[config.mk]
export PLATFORM = sky130hd
export DESIGN_NAME = beat_clock_round_ctrl_flat
export DESIGN_NICKNAME = d
export VERILOG_FILES = /design/src/rtl/beat_clock_pkg.sv /design/src/rtl/beat_clock_round_ctrl_if.sv /design/src/rtl/beat_clock_round_timer.sv /design/src/rtl/beat_clock_round_ctrl.sv /design/src/flat_wrapper.sv
export SDC_FILE = /design/constraint.sdc
export NUM_CORES = 1
export LEC_CHECK = 0
export BUFFER_PORTS_ARGS = -buffer_cell sky130_fd_sc_hd__buf_2
export CORE_AREA = 2 2 70 72
export CTS_BUF_LIST = sky130_fd_sc_hd__clkbuf_16
export CTS_CLUSTER_SIZE = 20
export DETAILED_ROUTE_END_ITERATION = 16
export DIE_AREA = 0 0 72 74
export SETUP_SLACK_MARGIN = 0.3
export SLEW_MARGIN = 20
export SYNTH_ARGS = -nofsm -noshare
export SYNTH_HDL_FRONTEND = slang
export SYNTH_SLANG_ARGS = --single-unit
[constraint.sdc]
create_clock -name clk -period 5.6 [get_ports clk]
set_input_delay 0.56 -clock clk [delete_from_list [all_inputs] [get_ports clk]]
set_output_delay 0.56 -clock clk [all_outputs]
set_load 0.005 [all_outputs]
[src/rtl/beat_clock_pkg.sv]
// ============================================================================
// Module : beat_clock_pkg
// Brief  : Shared state encodings and game defaults for the round controller
//          and the display logic.
// Rev    : 1.0
// ============================================================================
`default_nettype none

package beat_clock_pkg;

    localparam int TGT_W           = 5;
    localparam int DEF_ROUND_TICKS = 10;
    localparam int DEF_MIN_TICKS   = 3;
    localparam int DEF_LIVES       = 3;

    typedef enum logic [2:0] {
        ST_IDLE = 3'd0,
        ST_LOAD = 3'd1,
        ST_PLAY = 3'd2,
        ST_WIN  = 3'd3,
        ST_LOSE = 3'd4,
        ST_OVER = 3'd5
    } state_t;

endpackage

`default_nettype wire

[src/rtl/beat_clock_round_ctrl_if.sv]
// ============================================================================
// Module : beat_clock_round_ctrl_if
// Brief  : Player/generator inputs and display outputs of the round controller.
// Rev    : 1.0
// ============================================================================
`default_nettype none

interface beat_clock_round_ctrl_if
    import beat_clock_pkg::*;
#(
    parameter int TIMER_W = 4,
    parameter int SCORE_W = 8
) ();

    logic               start;
    logic               tick;
    logic               submit;
    logic [TGT_W-1:0]   guess;
    logic [TGT_W-1:0]   rand_in;

    logic [TGT_W-1:0]   target;
    logic [TIMER_W-1:0] time_left;
    logic [SCORE_W-1:0] score;
    logic [2:0]         lives;
    logic               round_active;
    logic               win_pulse;
    logic               lose_pulse;
    logic               game_over;

    modport master (
        output start, tick, submit, guess, rand_in,
        input  target, time_left, score, lives,
        input  round_active, win_pulse, lose_pulse, game_over
    );

    modport slave (
        input  start, tick, submit, guess, rand_in,
        output target, time_left, score, lives,
        output round_active, win_pulse, lose_pulse, game_over
    );

endinterface

`default_nettype wire

[src/rtl/beat_clock_round_timer.sv]
// ============================================================================
// Module : beat_clock_round_timer
// Brief  : Per-round countdown register; loads the round length and counts
//          ticks down to zero without wrapping.
// Rev    : 1.0
// ============================================================================
`default_nettype none

module beat_clock_round_timer #(
    parameter int TIMER_W = 4
) (
    input  wire logic               clk,
    input  wire logic               reset,
    input  wire logic               load,
    input  wire logic [TIMER_W-1:0] load_val,
    input  wire logic               tick,
    input  wire logic               en,
    output logic      [TIMER_W-1:0] time_left,
    output logic                    expire
);

    logic [TIMER_W-1:0] time_left_q;
    logic [TIMER_W-1:0] time_left_d;

    always_comb begin
        time_left_d = time_left_q;
        if (load) begin
            time_left_d = load_val;
        end else if (tick && en && (time_left_q != '0)) begin
            time_left_d = time_left_q - TIMER_W'(1);
        end
    end

    always_ff @(posedge clk or posedge reset) begin
        if (reset) begin
            time_left_q <= '0;
        end else begin
            time_left_q <= time_left_d;
        end
    end

    assign time_left = time_left_q;
    assign expire    = tick & en & (time_left_q == TIMER_W'(1));

endmodule

`default_nettype wire

[src/rtl/beat_clock_round_ctrl.sv]
// ============================================================================
// Module : beat_clock_round_ctrl
// Brief  : Round controller for the binary-guessing game: target pick,
//          countdown, judging, score and lives.
// Rev    : 1.0
// ============================================================================
`default_nettype none

module beat_clock_round_ctrl
    import beat_clock_pkg::*;
#(
    parameter int ROUND_TICKS = DEF_ROUND_TICKS,
    parameter int MIN_TICKS   = DEF_MIN_TICKS,
    parameter int TIMER_W     = 4,
    parameter int SCORE_W     = 8,
    parameter int LIVES       = DEF_LIVES
) (
    input  wire logic               clk,
    input  wire logic               reset,
    beat_clock_round_ctrl_if.slave  bus
);

    state_t             state_q,     state_d;
    logic [TGT_W-1:0]   target_q,    target_d;
    logic [SCORE_W-1:0] score_q,     score_d;
    logic [2:0]         lives_q,     lives_d;
    logic [TIMER_W-1:0] round_len_q, round_len_d;
    logic               first_q,     first_d;

    logic               w_load;
    logic               w_timer_en;
    logic               w_expire;
    logic [TIMER_W-1:0] w_time_left;
    logic               w_rand_ok;

    // A submit pre-empts the tick, so the countdown freezes on judged cycles.
    assign w_timer_en = (state_q == ST_PLAY) & ~bus.submit;

    assign w_rand_ok  = (bus.rand_in != '0) && (first_q || (bus.rand_in != target_q));

    beat_clock_round_timer #(
        .TIMER_W (TIMER_W)
    ) u_timer (
        .clk       (clk),
        .reset     (reset),
        .load      (w_load),
        .load_val  (round_len_q),
        .tick      (bus.tick),
        .en        (w_timer_en),
        .time_left (w_time_left),
        .expire    (w_expire)
    );

    always_comb begin
        state_d     = state_q;
        target_d    = target_q;
        score_d     = score_q;
        lives_d     = lives_q;
        round_len_d = round_len_q;
        first_d     = first_q;
        w_load      = 1'b0;

        case (state_q)
            ST_IDLE, ST_OVER: begin
                if (bus.start) begin
                    state_d     = ST_LOAD;
                    score_d     = '0;
                    lives_d     = 3'(LIVES);
                    round_len_d = TIMER_W'(ROUND_TICKS);
                    first_d     = 1'b1;
                end
            end
            ST_LOAD: begin
                if (w_rand_ok) begin
                    state_d  = ST_PLAY;
                    target_d = bus.rand_in;
                    first_d  = 1'b0;
                    w_load   = 1'b1;
                end
            end
            ST_PLAY: begin
                if (bus.submit) begin
                    if (bus.guess == target_q) begin
                        state_d     = ST_WIN;
                        score_d     = (score_q == '1) ? score_q : score_q + SCORE_W'(1);
                        round_len_d = (round_len_q > TIMER_W'(MIN_TICKS))
                                    ? round_len_q - TIMER_W'(1)
                                    : TIMER_W'(MIN_TICKS);
                    end else begin
                        state_d = ST_LOSE;
                        lives_d = lives_q - 3'd1;
                    end
                end else if (w_expire) begin
                    state_d = ST_LOSE;
                    lives_d = lives_q - 3'd1;
                end
            end
            ST_WIN: begin
                state_d = ST_LOAD;
            end
            ST_LOSE: begin
                state_d = (lives_q == 3'd0) ? ST_OVER : ST_LOAD;
            end
            default: begin
                state_d = ST_IDLE;
            end
        endcase
    end

    always_ff @(posedge clk or posedge reset) begin
        if (reset) begin
            state_q     <= ST_IDLE;
            target_q    <= '0;
            score_q     <= '0;
            lives_q     <= 3'd0;
            round_len_q <= TIMER_W'(ROUND_TICKS);
            first_q     <= 1'b1;
        end else begin
            state_q     <= state_d;
            target_q    <= target_d;
            score_q     <= score_d;
            lives_q     <= lives_d;
            round_len_q <= round_len_d;
            first_q     <= first_d;
        end
    end

    assign bus.target       = target_q;
    assign bus.time_left    = w_time_left;
    assign bus.score        = score_q;
    assign bus.lives        = lives_q;
    assign bus.round_active = (state_q == ST_PLAY);
    assign bus.win_pulse    = (state_q == ST_WIN);
    assign bus.lose_pulse   = (state_q == ST_LOSE);
    assign bus.game_over    = (state_q == ST_OVER);

endmodule

`default_nettype wire

[src/flat_wrapper.sv]
// flat-port wrapper written by rule: the top's interface ports become plain ports
module beat_clock_round_ctrl_flat import beat_clock_pkg::*;
#(
    parameter int ROUND_TICKS = DEF_ROUND_TICKS,
    parameter int MIN_TICKS   = DEF_MIN_TICKS,
    parameter int TIMER_W     = 4,
    parameter int SCORE_W     = 8,
    parameter int LIVES       = DEF_LIVES
)
  (clk, reset, bus_start, bus_tick, bus_submit, bus_guess, bus_rand_in, bus_target, bus_time_left, bus_score, bus_lives, bus_round_active, bus_win_pulse, bus_lose_pulse, bus_game_over);
  beat_clock_round_ctrl_if #(.TIMER_W(TIMER_W), .SCORE_W(SCORE_W)) bus_i ();
  input  wire logic clk;
  input  wire logic reset;
  input wire logic [$bits(bus_i.start)-1:0] bus_start;
  input wire logic [$bits(bus_i.tick)-1:0] bus_tick;
  input wire logic [$bits(bus_i.submit)-1:0] bus_submit;
  input wire logic [$bits(bus_i.guess)-1:0] bus_guess;
  input wire logic [$bits(bus_i.rand_in)-1:0] bus_rand_in;
  output wire logic [$bits(bus_i.target)-1:0] bus_target;
  output wire logic [$bits(bus_i.time_left)-1:0] bus_time_left;
  output wire logic [$bits(bus_i.score)-1:0] bus_score;
  output wire logic [$bits(bus_i.lives)-1:0] bus_lives;
  output wire logic [$bits(bus_i.round_active)-1:0] bus_round_active;
  output wire logic [$bits(bus_i.win_pulse)-1:0] bus_win_pulse;
  output wire logic [$bits(bus_i.lose_pulse)-1:0] bus_lose_pulse;
  output wire logic [$bits(bus_i.game_over)-1:0] bus_game_over;
  assign bus_i.start = bus_start;
  assign bus_i.tick = bus_tick;
  assign bus_i.submit = bus_submit;
  assign bus_i.guess = bus_guess;
  assign bus_i.rand_in = bus_rand_in;
  assign bus_target = bus_i.target;
  assign bus_time_left = bus_i.time_left;
  assign bus_score = bus_i.score;
  assign bus_lives = bus_i.lives;
  assign bus_round_active = bus_i.round_active;
  assign bus_win_pulse = bus_i.win_pulse;
  assign bus_lose_pulse = bus_i.lose_pulse;
  assign bus_game_over = bus_i.game_over;
  beat_clock_round_ctrl #(.ROUND_TICKS(ROUND_TICKS), .MIN_TICKS(MIN_TICKS), .TIMER_W(TIMER_W), .SCORE_W(SCORE_W), .LIVES(LIVES)) u_core (.clk(clk), .reset(reset), .bus(bus_i));
endmodule
==> impl_results.md <==
- Initial antenna violation count: 0
- Clock insertion delay at the later pin of the skew report: 0.26 ns
- Maximum fanout along the worst path: 13
- Yosys synthesis warning count: 0
- Part of the Yosys area used for sequential elements: 40.1%
- Power per standard cell area: roughly 530 nW/um2
- Cell type contributing the most total cell area after synthesis: sky130_fd_sc_hd__dfrtp_1
- Status: complete, no violations
- Post-CTS Setup Inserts: 0
- Worst setup skew after layout: 0.00491 ns
- Final period utilization: 41.0%
- Resized Gates After CTS: 0
- Largest net degree at the start of global routing: 29
- DRC violation total after the first TritonRoute iteration: 74
- Width of the die: 72 um
- Average detailed-routed wire length per instance: 13.7 um
- First-pass GRT wire length: 6190 um
- Final-stage net count: 234
- Post-synthesis compound-gate area fraction: between 10% and 20%
- GRT overflow: 0
- Die height: 74 um
- TritonCTS clock tree: yes
- Synthesized area per cell: 9.93 um2
- Count of antenna-violating nets left after detailed routing: 0
- Mux share of post-synthesis cell area: under 10%
- Total via count after detailed routing: 1,423
- Clock transition at path regs: 0.07 ns
- Total length of routed wires: 3640 um
- Largest family of logic cells by synthesized area: simple AND/OR/NAND/NOR gates
- Cell area after placement: 1960 um2
- Worst hold path type: in -> async
- Hold violation count in the final report: 0
- Number of buffers on the longest clock path: 2
- Fraction of final layout cells with drive strength greater than 1: 29.7%
- Starting density of the core: 38.2%
- Async set-or-reset flop fraction in the synthesized netlist: 100%
- Kind of start point of the critical path: flip-flop
- Number of search-and-repair iterations in the first detailed-routing pass: 4
- Count of boundary I/O pins: 39
- Detailed placer's ending HPWL: around 2700 um
- Synthesized-area fraction occupied by adder cells: 4.27%
- Hold Buf Count CTS: 0
- Highest attainable clock frequency: 435 MHz
- Root buffer cell: sky130_fd_sc_hd__clkbuf_16
- Unrepaired setup endpoints after global routing: false
- Maximum VDD drop: roughly 0.22 mV
- Worst max-slew margin expressed relative to the limit: 44.2%
- Worst EP arrival: 2.44 ns
- Number of input and output port buffers inserted: 38
- Synth-to-Final Area Change: 15.8%
- Dominant cell by count in the synthesized netlist: sky130_fd_sc_hd__dfrtp_1
- Final standard cell area without fillers: 2040 um2
- Clock sinks: 28
- Actual slew at the worst max-slew pin: between 0.8 and 0.9 ns
- Synthesized-area fraction occupied by xor and xnor cells: under 10%
- Vias in the first global route: 1,320
- Number of cell rows: 25
- Gate count after technology mapping: 177
- Max-cap violation count: 0
- Most instantiated cells after synthesis: sky130_fd_sc_hd__dfrtp_1 (25), sky130_fd_sc_hd__nand2_1 (17), sky130_fd_sc_hd__inv_1 (12), sky130_fd_sc_hd__a21oi_1 (11), sky130_fd_sc_hd__nor2_1 (10)
- Pleak: 0.971 nW
- Final setup violation count: 0
- Total of fill cells in the finished design: 456
- DRC violations left: 0
- Num CTS Buffers: 3
- Max Slew Vio Count: 0
- Critical path start-end classification: reg -> reg
- Time the worst path needs with I/O delays and setup: around 2.3 ns
- Crit. End Element: flip-flop
- H-tree levels: 1
- Count of state elements after synthesis: 28
- Leading register cell type out of synthesis: sky130_fd_sc_hd__dfrtp_1
- WP data required: 5.75 ns
- Share of synthesized cell area in and, or, nand and nor gates: 19.4%
- Netlist area before placement: 1760 um2
- Antenna cell count: 0
- GRT Resource Usage Total: 15.0%
- Setup Total Neg Slack: 0 ns
- Floorplan Core Area: 4600 um2
- Area enclosed by the die boundary: 5330 um2
- Vias/cell: 5.35
- Top cell type's share of synthesized area: 35.6%
- Number of enable-type register cells in the synthesized netlist: 0
- Number of library cell types mapped by synthesis: between 50 and 60
- Main area contributors after synthesis: sky130_fd_sc_hd__dfrtp_1 (36%), sky130_fd_sc_hd__dfstp_2 (4.5%), sky130_fd_sc_hd__mux2_2 (4.5%)
- Synth Net Count: 198
- Routability cong.: 0.845
## through the flow
step / utilization, % / total power (W) / hold WS, ns / std cells / setup slack (ns)
after floorplan: - / 0.000821 / 0.462 / 177 / 3.69
after global placement: 42.6 / 0.000921 / 0.490 / 262 / 3.34
after detailed placement: 42.6 / 0.000921 / 0.488 / 262 / 3.30
after CTS: 44.3 / 0.00109 / 0.373 / 266 / 3.29
after global routing: 44.3 / 0.00118 / 0.393 / 266 / 3.17
final: 44.3 / 0.00108 / 0.355 / 266 / 3.30
## flip-flops by register name, indices dropped and copies added (netlist names)
| name | count |
|---|---|
| u_core.state_q | 3 |
| u_core.bus.target | 5 |
| u_core.u_timer.time_left | 4 |
| u_core.bus.score | 8 |
| u_core.round_len_q | 4 |
| u_core.first_q | 1 |
| u_core.bus.lives | 3 |
## cells by family after synthesis
group	after synthesis
AOI/OAI and AO/OA	40
DFF	28
buffers and inverters	21
adders and majority gates	6
and+or+nand+nor	58
xor gates and xnor gates	14
muxes	10
## worst max-delay path: stages, from the launching register on
cell and delay, ns:
sky130_fd_sc_hd__dfrtp_1 0.54, sky130_fd_sc_hd__or3b_2 0.50, sky130_fd_sc_hd__a211oi_2 0.67, sky130_fd_sc_hd__inv_1 0.16, sky130_fd_sc_hd__mux2_2 0.31
## report_power, final
part / internal [W] / switching (W) / total (W)
clock: 0.0000958 / 0.0000690 / 0.000165
sequential: 0.000279 / 0.0000937 / 0.000373
combinational: 0.000248 / 0.000292 / 0.000540
## final timing paths
check	from	end	slack [ns]	cells after the start
max in group asynchronous	reset	u_core.round_len_q[3]	4.93	3
max	u_core.state_q[0]	u_core.u_timer.time_left[3]	3.30	4
min in group clk	u_core.round_len_q[3]	u_core.round_len_q[3]	0.49	2
min reg2reg	u_core.round_len_q[3]	u_core.round_len_q[3]	0.49	2
max reg2reg	u_core.state_q[0]	u_core.u_timer.time_left[3]	3.30	4
min	reset	u_core.bus.score[6]	0.35	3
## layout make-up
class	count	area, um2	share of cell area (%)
flip-flops and latches	28	704	34.6
repair buffers	39	198	9.71
inverters	13	51.3	2.52
clock buffers	3	75.1	3.69
well taps	54	67.6	3.32
clock inverters	1	3.75	0.184
multi-input cells	128	936	46.0
## cells in the final DEF, fill, tap and decap left out, drive strengths merged, types with 3 or more instances in the layout
cell | synthesis | layout
nand3 | 3 | 3
or4 | 4 | 4
nor2 | 10 | 10
ha | 6 | 6
nand4 | 3 | 3
or3 | 3 | 3
a21oi | 11 | 11
xnor2 | 6 | 6
dfrtp | 25 | 25
o21ai | 10 | 10
buf | 8 | 39
inv | 13 | 14
dfstp | 3 | 3
mux2 | 8 | 8
o31ai | 3 | 3
clkbuf | 0 | 3
nand2 | 17 | 17
xor2 | 8 | 8
## per-layer routing
layer  up-vias  wire length [um]  track usage, %
met5         -                 0               0
met3         2               167            3.79
met2        34              1670            24.6
met1       678              1780            20.0
met4         0                23            3.77
li1        709                 -               -
(Power assumes the default switching activity.)
